--- src/rtl/rotate_pkg.sv ---
// Shared constants and state encoding for the rotate core's pixel tile buffer.
package rotate_pkg;
  localparam int ADDR_W         = 8;
  localparam int DEPTH          = 2 ** ADDR_W;
  localparam int BEAT_W         = 32;
  localparam int BYTES_PER_BEAT = 4;
  localparam int LEN_W          = ADDR_W + 1;
  localparam int WORD_W         = ADDR_W - 2;
  localparam int WPTR_W         = 7;
  localparam int RD_PORTS       = 4;

  typedef enum logic [1:0] {
    IDLE  = 2'd0,
    FILL  = 2'd1,
    READY = 2'd2
  } state_t;
endpackage

--- src/rtl/core_tile_buf_if.sv ---
// DMA write, tile control and quad-read signals between the buffer and its neighbours.
interface core_tile_buf_if;
  import rotate_pkg::*;

  logic              I_START;
  logic [LEN_W-1:0]  I_FILL_LEN;
  logic              I_WR_VALID;
  logic [BEAT_W-1:0] I_WR_DATA;
  logic              O_WR_READY;
  logic              O_DMA_READY;
  logic              I_RD_EN;
  logic [ADDR_W-1:0] I_RD_ADDR0;
  logic [ADDR_W-1:0] I_RD_ADDR1;
  logic [ADDR_W-1:0] I_RD_ADDR2;
  logic [ADDR_W-1:0] I_RD_ADDR3;
  logic [7:0]        O_RD_DATA0;
  logic [7:0]        O_RD_DATA1;
  logic [7:0]        O_RD_DATA2;
  logic [7:0]        O_RD_DATA3;
  logic              O_RD_VALID;
  logic              O_RD_ERR;
  logic              I_DONE;
  logic              O_BUSY;

  modport master (
    output I_START, I_FILL_LEN, I_WR_VALID, I_WR_DATA, I_RD_EN,
           I_RD_ADDR0, I_RD_ADDR1, I_RD_ADDR2, I_RD_ADDR3, I_DONE,
    input  O_WR_READY, O_DMA_READY, O_RD_DATA0, O_RD_DATA1, O_RD_DATA2,
           O_RD_DATA3, O_RD_VALID, O_RD_ERR, O_BUSY
  );

  modport slave (
    input  I_START, I_FILL_LEN, I_WR_VALID, I_WR_DATA, I_RD_EN,
           I_RD_ADDR0, I_RD_ADDR1, I_RD_ADDR2, I_RD_ADDR3, I_DONE,
    output O_WR_READY, O_DMA_READY, O_RD_DATA0, O_RD_DATA1, O_RD_DATA2,
           O_RD_DATA3, O_RD_VALID, O_RD_ERR, O_BUSY
  );
endinterface

--- src/rtl/tile_mem_4r1w.sv ---
// 256x8 flop array with one 32-bit word write port and four registered byte read ports.
module tile_mem_4r1w
  import rotate_pkg::*;
(
  input  logic                               clk,
  input  logic                               rst,
  input  logic                               we,
  input  logic [WORD_W-1:0]                  waddr,
  input  logic [BEAT_W-1:0]                  wdata,
  input  logic                               rd_en,
  input  logic [RD_PORTS-1:0][ADDR_W-1:0]    raddr,
  output logic [RD_PORTS-1:0][7:0]           rdata_p1
);
  logic [7:0] mem [DEPTH];

  // Byte 0 of the beat lands on the lowest address of the word.
  always_ff @(posedge clk) begin
    if (we) begin
      for (int k = 0; k < BYTES_PER_BEAT; k++) begin
        mem[{waddr, 2'(k)}] <= wdata[8*k +: 8];
      end
    end
  end

  // Stage p0 -> p1: non-blocking read of mem gives read-before-write.
  always_ff @(posedge clk or posedge rst) begin
    if (rst) begin
      rdata_p1 <= '0;
    end else if (rd_en) begin
      for (int k = 0; k < RD_PORTS; k++) begin
        rdata_p1[k] <= mem[raddr[k]];
      end
    end
  end
endmodule

--- src/rtl/core_tile_buf.sv ---
// Pixel tile buffer: DMA fills a tile, core_pixel reads four bytes per cycle until it releases it.
module core_tile_buf
  import rotate_pkg::*;
(
  input  logic            I_HCLK,
  input  logic            I_HRESET,
  core_tile_buf_if.slave  bus
);
  state_t                          state, state_nxt;
  logic [LEN_W-1:0]                len_q;
  logic [WPTR_W-1:0]               wptr;
  logic [LEN_W-1:0]                beat_end;
  logic                            wr_ready, dma_ready, busy;
  logic                            wr_fire, last_beat;
  logic [RD_PORTS-1:0][ADDR_W-1:0] raddr;
  logic [RD_PORTS-1:0][7:0]        rdata_p1;
  logic                            err_p0, err_p1, vld_p1;

  assign wr_fire   = bus.I_WR_VALID && wr_ready;
  assign beat_end  = LEN_W'({wptr, 2'b00}) + LEN_W'(BYTES_PER_BEAT);
  assign last_beat = wr_fire && (beat_end == len_q);

  always_comb begin
    state_nxt = state;
    wr_ready  = 1'b0;
    dma_ready = 1'b0;
    busy      = 1'b0;
    case (state)
      IDLE: begin
        if (bus.I_START) state_nxt = FILL;
      end
      FILL: begin
        busy     = 1'b1;
        // A zero-length tile accepts nothing and completes after one cycle.
        wr_ready = (len_q != '0);
        if (bus.I_START)                       state_nxt = FILL;
        else if (len_q == '0 || last_beat)     state_nxt = READY;
      end
      READY: begin
        busy      = 1'b1;
        dma_ready = 1'b1;
        if (bus.I_START)     state_nxt = FILL;
        else if (bus.I_DONE) state_nxt = IDLE;
      end
      default: state_nxt = IDLE;
    endcase
  end

  always_ff @(posedge I_HCLK or posedge I_HRESET) begin
    if (I_HRESET) begin
      state <= IDLE;
      len_q <= '0;
      wptr  <= '0;
    end else begin
      state <= state_nxt;
      if (bus.I_START) begin
        len_q <= bus.I_FILL_LEN;
        wptr  <= '0;
      end else if (wr_fire) begin
        wptr <= wptr + 1'b1;
      end
    end
  end

  assign raddr = {bus.I_RD_ADDR3, bus.I_RD_ADDR2, bus.I_RD_ADDR1, bus.I_RD_ADDR0};

  always_comb begin
    err_p0 = 1'b0;
    for (int k = 0; k < RD_PORTS; k++) begin
      if ({1'b0, raddr[k]} >= len_q) err_p0 = 1'b1;
    end
  end

  // Stage p0 -> p1: read status travels with the registered read data.
  always_ff @(posedge I_HCLK or posedge I_HRESET) begin
    if (I_HRESET) begin
      vld_p1 <= 1'b0;
      err_p1 <= 1'b0;
    end else begin
      vld_p1 <= bus.I_RD_EN;
      err_p1 <= bus.I_RD_EN && err_p0;
    end
  end

  tile_mem_4r1w u_mem (
    .clk      (I_HCLK),
    .rst      (I_HRESET),
    .we       (wr_fire),
    .waddr    (wptr[WORD_W-1:0]),
    .wdata    (bus.I_WR_DATA),
    .rd_en    (bus.I_RD_EN),
    .raddr    (raddr),
    .rdata_p1 (rdata_p1)
  );

  assign bus.O_WR_READY  = wr_ready;
  assign bus.O_DMA_READY = dma_ready;
  assign bus.O_BUSY      = busy;
  assign bus.O_RD_VALID  = vld_p1;
  assign bus.O_RD_ERR    = err_p1;
  assign bus.O_RD_DATA0  = rdata_p1[0];
  assign bus.O_RD_DATA1  = rdata_p1[1];
  assign bus.O_RD_DATA2  = rdata_p1[2];
  assign bus.O_RD_DATA3  = rdata_p1[3];
endmodule

--- src/flat_wrapper.sv ---
// flat-port wrapper written by rule: the top's interface ports become plain ports
module core_tile_buf_flat import rotate_pkg::*;
  (I_HCLK, I_HRESET, bus_I_START, bus_I_FILL_LEN, bus_I_WR_VALID, bus_I_WR_DATA, bus_I_RD_EN, bus_I_RD_ADDR0, bus_I_RD_ADDR1, bus_I_RD_ADDR2, bus_I_RD_ADDR3, bus_I_DONE, bus_O_WR_READY, bus_O_DMA_READY, bus_O_RD_DATA0, bus_O_RD_DATA1, bus_O_RD_DATA2, bus_O_RD_DATA3, bus_O_RD_VALID, bus_O_RD_ERR, bus_O_BUSY);
  core_tile_buf_if bus_i ();
  input  logic I_HCLK;
  input  logic I_HRESET;
  input wire logic [$bits(bus_i.I_START)-1:0] bus_I_START;
  input wire logic [$bits(bus_i.I_FILL_LEN)-1:0] bus_I_FILL_LEN;
  input wire logic [$bits(bus_i.I_WR_VALID)-1:0] bus_I_WR_VALID;
  input wire logic [$bits(bus_i.I_WR_DATA)-1:0] bus_I_WR_DATA;
  input wire logic [$bits(bus_i.I_RD_EN)-1:0] bus_I_RD_EN;
  input wire logic [$bits(bus_i.I_RD_ADDR0)-1:0] bus_I_RD_ADDR0;
  input wire logic [$bits(bus_i.I_RD_ADDR1)-1:0] bus_I_RD_ADDR1;
  input wire logic [$bits(bus_i.I_RD_ADDR2)-1:0] bus_I_RD_ADDR2;
  input wire logic [$bits(bus_i.I_RD_ADDR3)-1:0] bus_I_RD_ADDR3;
  input wire logic [$bits(bus_i.I_DONE)-1:0] bus_I_DONE;
  output wire logic [$bits(bus_i.O_WR_READY)-1:0] bus_O_WR_READY;
  output wire logic [$bits(bus_i.O_DMA_READY)-1:0] bus_O_DMA_READY;
  output wire logic [$bits(bus_i.O_RD_DATA0)-1:0] bus_O_RD_DATA0;
  output wire logic [$bits(bus_i.O_RD_DATA1)-1:0] bus_O_RD_DATA1;
  output wire logic [$bits(bus_i.O_RD_DATA2)-1:0] bus_O_RD_DATA2;
  output wire logic [$bits(bus_i.O_RD_DATA3)-1:0] bus_O_RD_DATA3;
  output wire logic [$bits(bus_i.O_RD_VALID)-1:0] bus_O_RD_VALID;
  output wire logic [$bits(bus_i.O_RD_ERR)-1:0] bus_O_RD_ERR;
  output wire logic [$bits(bus_i.O_BUSY)-1:0] bus_O_BUSY;
  assign bus_i.I_START = bus_I_START;
  assign bus_i.I_FILL_LEN = bus_I_FILL_LEN;
  assign bus_i.I_WR_VALID = bus_I_WR_VALID;
  assign bus_i.I_WR_DATA = bus_I_WR_DATA;
  assign bus_i.I_RD_EN = bus_I_RD_EN;
  assign bus_i.I_RD_ADDR0 = bus_I_RD_ADDR0;
  assign bus_i.I_RD_ADDR1 = bus_I_RD_ADDR1;
  assign bus_i.I_RD_ADDR2 = bus_I_RD_ADDR2;
  assign bus_i.I_RD_ADDR3 = bus_I_RD_ADDR3;
  assign bus_i.I_DONE = bus_I_DONE;
  assign bus_O_WR_READY = bus_i.O_WR_READY;
  assign bus_O_DMA_READY = bus_i.O_DMA_READY;
  assign bus_O_RD_DATA0 = bus_i.O_RD_DATA0;
  assign bus_O_RD_DATA1 = bus_i.O_RD_DATA1;
  assign bus_O_RD_DATA2 = bus_i.O_RD_DATA2;
  assign bus_O_RD_DATA3 = bus_i.O_RD_DATA3;
  assign bus_O_RD_VALID = bus_i.O_RD_VALID;
  assign bus_O_RD_ERR = bus_i.O_RD_ERR;
  assign bus_O_BUSY = bus_i.O_BUSY;
  core_tile_buf u_core (.I_HCLK(I_HCLK), .I_HRESET(I_HRESET), .bus(bus_i));
endmodule
--- config.mk ---
export PLATFORM = sky130hd
export DESIGN_NAME = core_tile_buf_flat
export DESIGN_NICKNAME = d
export VERILOG_FILES = /design/src/rtl/rotate_pkg.sv /design/src/rtl/core_tile_buf_if.sv /design/src/rtl/tile_mem_4r1w.sv /design/src/rtl/core_tile_buf.sv /design/src/flat_wrapper.sv
export SDC_FILE = /design/constraint.sdc
export NUM_CORES = 2
export LEC_CHECK = 0
export BUFFER_PORTS_ARGS = -buffer_cell sky130_fd_sc_hd__buf_4
export CAP_MARGIN = 20
export CELL_PAD_IN_SITES_DETAIL_PLACEMENT = 0
export CELL_PAD_IN_SITES_GLOBAL_PLACEMENT = 1
export CORE_ASPECT_RATIO = 1.1
export CORE_MARGIN = 3
export CORE_UTILIZATION = 30
export CTS_CLUSTER_SIZE = 14
export DETAILED_ROUTE_END_ITERATION = 12
export PLACE_DENSITY = 0.46
export SLEW_MARGIN = 20
export SYNTH_ARGS = -nofsm -noshare
export SYNTH_HDL_FRONTEND = slang
export SYNTH_HIERARCHICAL = 1
export SYNTH_SLANG_ARGS = --single-unit
--- constraint.sdc ---
create_clock -name I_HCLK -period 10.1 [get_ports I_HCLK]
set_clock_uncertainty 0.2 [all_clocks]
set_input_delay 0.505 -clock I_HCLK [delete_from_list [all_inputs] [get_ports I_HCLK]]
set_output_delay 0.505 -clock I_HCLK [all_outputs]
set_load 0.1 [all_outputs]
Yosys cells after proc, flatten, opt, wreduce, memory -nomap -nowiden

Memory sizes are Yosys's and may differ from the RTL's. A register that Yosys moved wholly into a read port is not among the register bits.
Cells that the tools add are included.

$add $sub $neg: 2
Order comparisons: 4
Eq/ne operators: 6
Muxes and demuxes: 17
Reduce and logical (&&, ||, !) cells: 10

Operators by type and width:

| kind                                                | number |
|---|---|
| >= comparator 8 x 9 -> 1 bit                        | 4 |
| two-way mux 7 bit                                   | 2 |
| two-way mux 2 bit                                   | 5 |
| adder 9 x 3 -> 9 bit, second input constant         | 1 |
| equality test 9 bit                                 | 1 |
| zero test 9 bit                                     | 1 |
| two-way mux 1 bit                                   | 9 |
| nonzero test 9 bit                                  | 1 |
| adder 7 x 1 -> 7 bit, second input constant         | 1 |
| one-hot mux 2 bit (3 select lines)                  | 1 |
| logical AND 1 bit                                   | 3 |
| != test 3 x 2 -> 1 bit, second input constant       | 1 |
| != test 3 bit, second input constant                | 1 |
| AND reduction 3 bit                                 | 1 |
| equality test 2 x 1 -> 1 bit, second input constant | 1 |
| equality test 2 bit, second input constant          | 1 |
| zero test 2 bit                                     | 1 |
| != test 2 bit, second input constant                | 1 |
| nonzero test 2 bit                                  | 1 |
| OR reduction 2 bit                                  | 1 |
| logical OR 1 bit                                    | 1 |

Register bits: 20
RAM bits: 2048
Logic and storage cells: 45
Memories kept: 1

Memory list:

| name             | words | bits a word | rd ports | clocked after Yosys merged registers in | wr ports | RTL line            | RTL |
|---|---|---|---|---|---|---|---|
| u_core.u_mem.mem | 256   | 8           | 4        | 4                                       | 4        | tile_mem_4r1w.sv:14 | `logic [7:0] mem [DEPTH];` |

Depth between registers and ports, before layout

Depth in word-level cells: 8
Depth in mapped cells: 13
Gate-level depth less buffers: 9

Cells and area by module

Netlist, hierarchy kept.

Modules (own cells, without submodules):

| module        | instances | cells each | area each (um2) | seq. area each (um2) |
|---|---|---|---|---|
| tile_mem_4r1w | 1         | 8257       | 130297.5        | 62299.8 |
| core_tile_buf | 1         | 194        | 1773.0          | 500.5 |

Worst setup path before layout

Ideal clock, no wire load.

Path kind: register -> register
Start: register u_core.state[1]
End: memory u_core.u_mem.mem[112][0], enable pin
Data arrival time: 5.689 ns
Required time: 9.439 ns
Setup slack: 3.749 ns
Cell stages (with the launch flop): 10
Path buffers: 1
Clock period less this slack: 6.351 ns
Path through: dfrtp_1 -> inv_1 -> ha_1 -> inv_1 -> a41oi_1 -> nand2_1 -> inv_1 -> clkbuf_1 -> nand3_1 -> nor3_1

RTL lines:

| item                     | RTL line            | RTL |
|---|---|---|
| start: declaration       | core_tile_buf.sv:9  | `state_t state, state_nxt;` |
| start signal: assignment | core_tile_buf.sv:55 | `state <= state_nxt;` |
| end: declaration         | tile_mem_4r1w.sv:14 |  |

==> results by group <==
Layout
  • Fin cells: 14.6k
  • Area of the multi-input gates: 64600 um2
  • Nets: 8688
  • Filler cell count: 41.8k
  • Sequential cell area: 62800 um2
  • Layout Area Growth over Synthesis: 13.2%
  • Share of layout cells above drive strength 1: 30.2%

Placed design
  • Port Buffers: 115
  • Routability cong.: 0.971
  • Dpl hpwl: 467000 um
  • Placed Cells: 14.0k

Synth
  • Top post-synthesis cells by count: edfxtp_1 (2048), mux4_2 (1470), mux2i_1 (1195), o22ai_1 (434), nand2_1 (305)
  • Synth Area in Compound Gates: 9.36%
  • Area contributors post-synth: edfxtp_1 (47%), mux4_2 (25%), mux2i_1 (9.1%), o22ai_1 (2.1%), a22oi_1 (1.6%)
  • Synth top area share: 46.6%
  • Mux share of post-synthesis cell area: 34.9%
  • XOR/XNOR share of the synthesized area: 0.0862%
  • Post-Syn Area: 132000 um2
  • Number of synthesized register bits: 2100
  • Top_reg_cell synth: edfxtp_1
  • EDFF count, synth: 2048
  • Netlist cell types: 92
  • Synth Instances: 8451
  • Ys async rst share: 2.48%
  • Avg Cell Area, Syn: 15.6 um2
  • Seq/Total Area, Yosys: 47.6%
  • Synthesized net count: 8567
  • Yosys top cell by area: edfxtp_1
  • Post-Synth Adder-Cell Area: 0.351%
  • Post-synthesis simple-gate area fraction: 3.48%
  • Largest family of logic cells by synthesized area: multiplexers
  • Top-count cell post-synth: edfxtp_1
  • Synth warn: 6

GRT
  • Antenna violations before repair: 92
  • GRT overflow: 0
  • Vias in the first global route: 97.2k
  • Pin count of the biggest net entering global routing: 89
  • Total track usage: 31.3%
  • First-pass GRT wire length: 944000 um

Worst setup path
  • Worst setup EP type: flip-flop
  • Worst Path Arrival: 5850 ps
  • Crit path max fanout: 20
  • WS Path Type: in -> reg
  • CP Launch Type: input pin
  • Critical Path RT: 10780 ps

Timing
  • Final worst path period share: 51.3%
  • Final min period: 5180 ps
  • Rel. slew slack: 0.0916%
  • Hold Fails Final Rpt: 0
  • Setup TNS Final: 0 ps
  • Worst-margin pin slew: 1500 ps
  • Final setup violation count: 0
  • Slew Viols, Final: 0
  • Achievable Freq: 193 MHz
  • RSZ-0062 raised after global routing: false

Power and ir drop
  • Power density cells: 158 nW/um2
  • Psw: 7.02 mW
  • VDD IR max: 118 uV
  • Sequential Power Share: 41.4%
  • Combinational share of power: 16.5%
  • Leak: 48.6 nW
  • Clk pwr share: 42.2%
  • Switch share: 29.7%
  • Internal: 16.7 mW

Hold path
  • Worst hold path class: in -> reg

Run
  • Max Cap Viol: 0

Clock tree
  • Root buffer cell: clkbuf_16
  • CTS HTree Levels: 5
  • Clk sinks: 2100
  • Setup bufs post-CTS: 0
  • Number of buffers created by CTS: 274
  • TritonCTS clock tree: built
  • Clk buf depth: 4
  • Worst-path clk slew: 60 ps
  • Worst skew pair latency: 960 ps
  • # resized after CTS: 0

Die
  • Die height: 702 um
  • Die extent in x: 639 um
  • Die ar.: 448000 um2
  • Starting density of the core: 30.2%
  • Num rows: 254
  • Core area: 437000 um2
  • IO Pins: 116

Routing
  • Vias per cell: 6.76
  • Residual DRC: 0
  • Starting DRC count in detailed routing: 14.1k
  • Wire per inst: 49.1 um
  • Router iterations before antenna repair: 6
  • Total number of vias: 98.7k
  • Total routed wirelength: 717000 um
  • Antenna Nets Post-Route: 0

Run status
  • Status: finished clean
placed cells by master, fill, tap and decap left out, types with 22 or more instances in the layout:
cell,synthesis,layout
edfxtp_1,2048,2048
mux4_2,1470,1470
mux2i_1,1195,1195
buf_4,112,529
o22ai_1,434,433
nand2_1,305,299
a22oi_1,287,287
clkbuf_16,0,283
a21oi_1,230,226
o221ai_1,207,207
a211oi_1,171,165
nor2_1,217,146
o21ai_0,139,132
nor3_1,106,98
nand3_1,92,90
nor2_4,0,68
dlygate4sd3_1,2,61
clkinv_1,2,60
clkbuf_1,238,53
dfrtp_1,52,52
a22o_1,49,49
clkinv_2,0,48
diode_2,0,42
buf_12,8,41
ha_1,37,37
a2111oi_0,63,33
nand2b_1,36,32
nand4_1,29,29
a31oi_1,31,29
inv_1,31,27
nor4_1,41,27
or3_1,27,27
bufinv_16,0,26
mux4_1,25,25
a211o_1,23,23
a221oi_1,23,22
logic make-up after synthesis:
logic type,count (synthesis)
AOI/OAI and AO/OA,1771
DFF,2100
xor gates and xnor gates,13
adders and majority gates,37
and+or+nand+nor,964
muxes,2712
buffers and inverters,854
worst max-delay path: stages:
cell and delay, ps:
dlygate4sd3_1 530, buf_4 480, nand2_1 980, a41o_1 530, a21oi_1 800, nand4_1 800
nor2_1 930, a211o_1 180
metal layers:
layer  vias up  share of wire, %  routed length [um]  GRT usage (%)
met5         -             0.025                 176              0
met2      6904                46              327000           49.1
met3      1664               9.3               66500           6.68
met1     53000                37              265000           38.7
li1      37100                 -                   -              -
met4        26               8.2               58800           21.2
per-stage QoR:
stage               total power, mW  cell area, um2  worst slack [ps]  util, %  hold WS [ps]
finish                         23.7          150000              4920     34.2          65.8
global route                   24.2          149000              5080     34.2          40.9
CTS                            23.8          149000              5340     34.1          2.98
detailed placement             13.8          140000              4420     32.0           365
global placement               13.8          139000              3220     31.9           357
floorplan                      12.0          132000              3750        -           269
power groups by stage:
| stage | logic [mW] | clock network [mW] | registers [mW] |
|---|---|---|---|
| 3_3_place_gp | 3.81 | 0 | 9.98 |
| 5_1_grt | 3.94 | 10.5 | 9.80 |
| 3_5_place_dp | 3.81 | 0 | 9.98 |
| 2_1_floorplan | 1.95 | 0 | 10.0 |
| 6_report | 3.90 | 9.99 | 9.79 |
| 4_1_cts | 3.84 | 10.2 | 9.79 |
flip-flops by register name, indices dropped and copies added (netlist names):
name	count
u_core/wptr	7
u_core/state	2
u_core/u_mem/mem	2048
u_core/bus.O_RD_ERR	1
u_core/len_q	9
u_core/bus.O_RD_VALID	1
u_core/u_mem/rdata_p1	32
cell type report:
cell class | count | share of cell area (%)
Clock buffer | 340 | 4.91
Tap cell | 5760 | 4.82
Multi-Input combinational cell | 5497 | 43.2
Sequential cell | 2100 | 42.0
Clock inverter | 151 | 0.957
Timing Repair Buffer | 661 | 3.95
Antenna cell | 42 | 0.0703
Inverter | 38 | 0.115
what timing repair did:
action | CTS | global route
hold endpoints to repair | 723 | 0
hold buffers | 61 | 0
setup endpoints to repair | 0 | 0
final timing paths:
kind / startpoint / endpoint / slack, ps / depth (start not counted)
min in group asynchronous: I_HRESET / u_core/state[0] / 150 / 3
worst max register to register: u_core/state[1] / u_core/u_mem/mem[15][1] / 5480 / 8
worst min register to register: u_core/wptr[6] / u_core/wptr[6] / 380 / 2
worst max-delay path: bus_I_RD_EN / u_core/u_mem/rdata_p1[30] / 4920 / 8
max in group asynchronous: I_HRESET / u_core/u_mem/rdata_p1[1] / 8630 / 4
worst min-delay path: bus_I_WR_DATA[25] / u_core/u_mem/mem[255][1] / 70 / 1
Note: power is estimated with default switching activity, not from simulation.
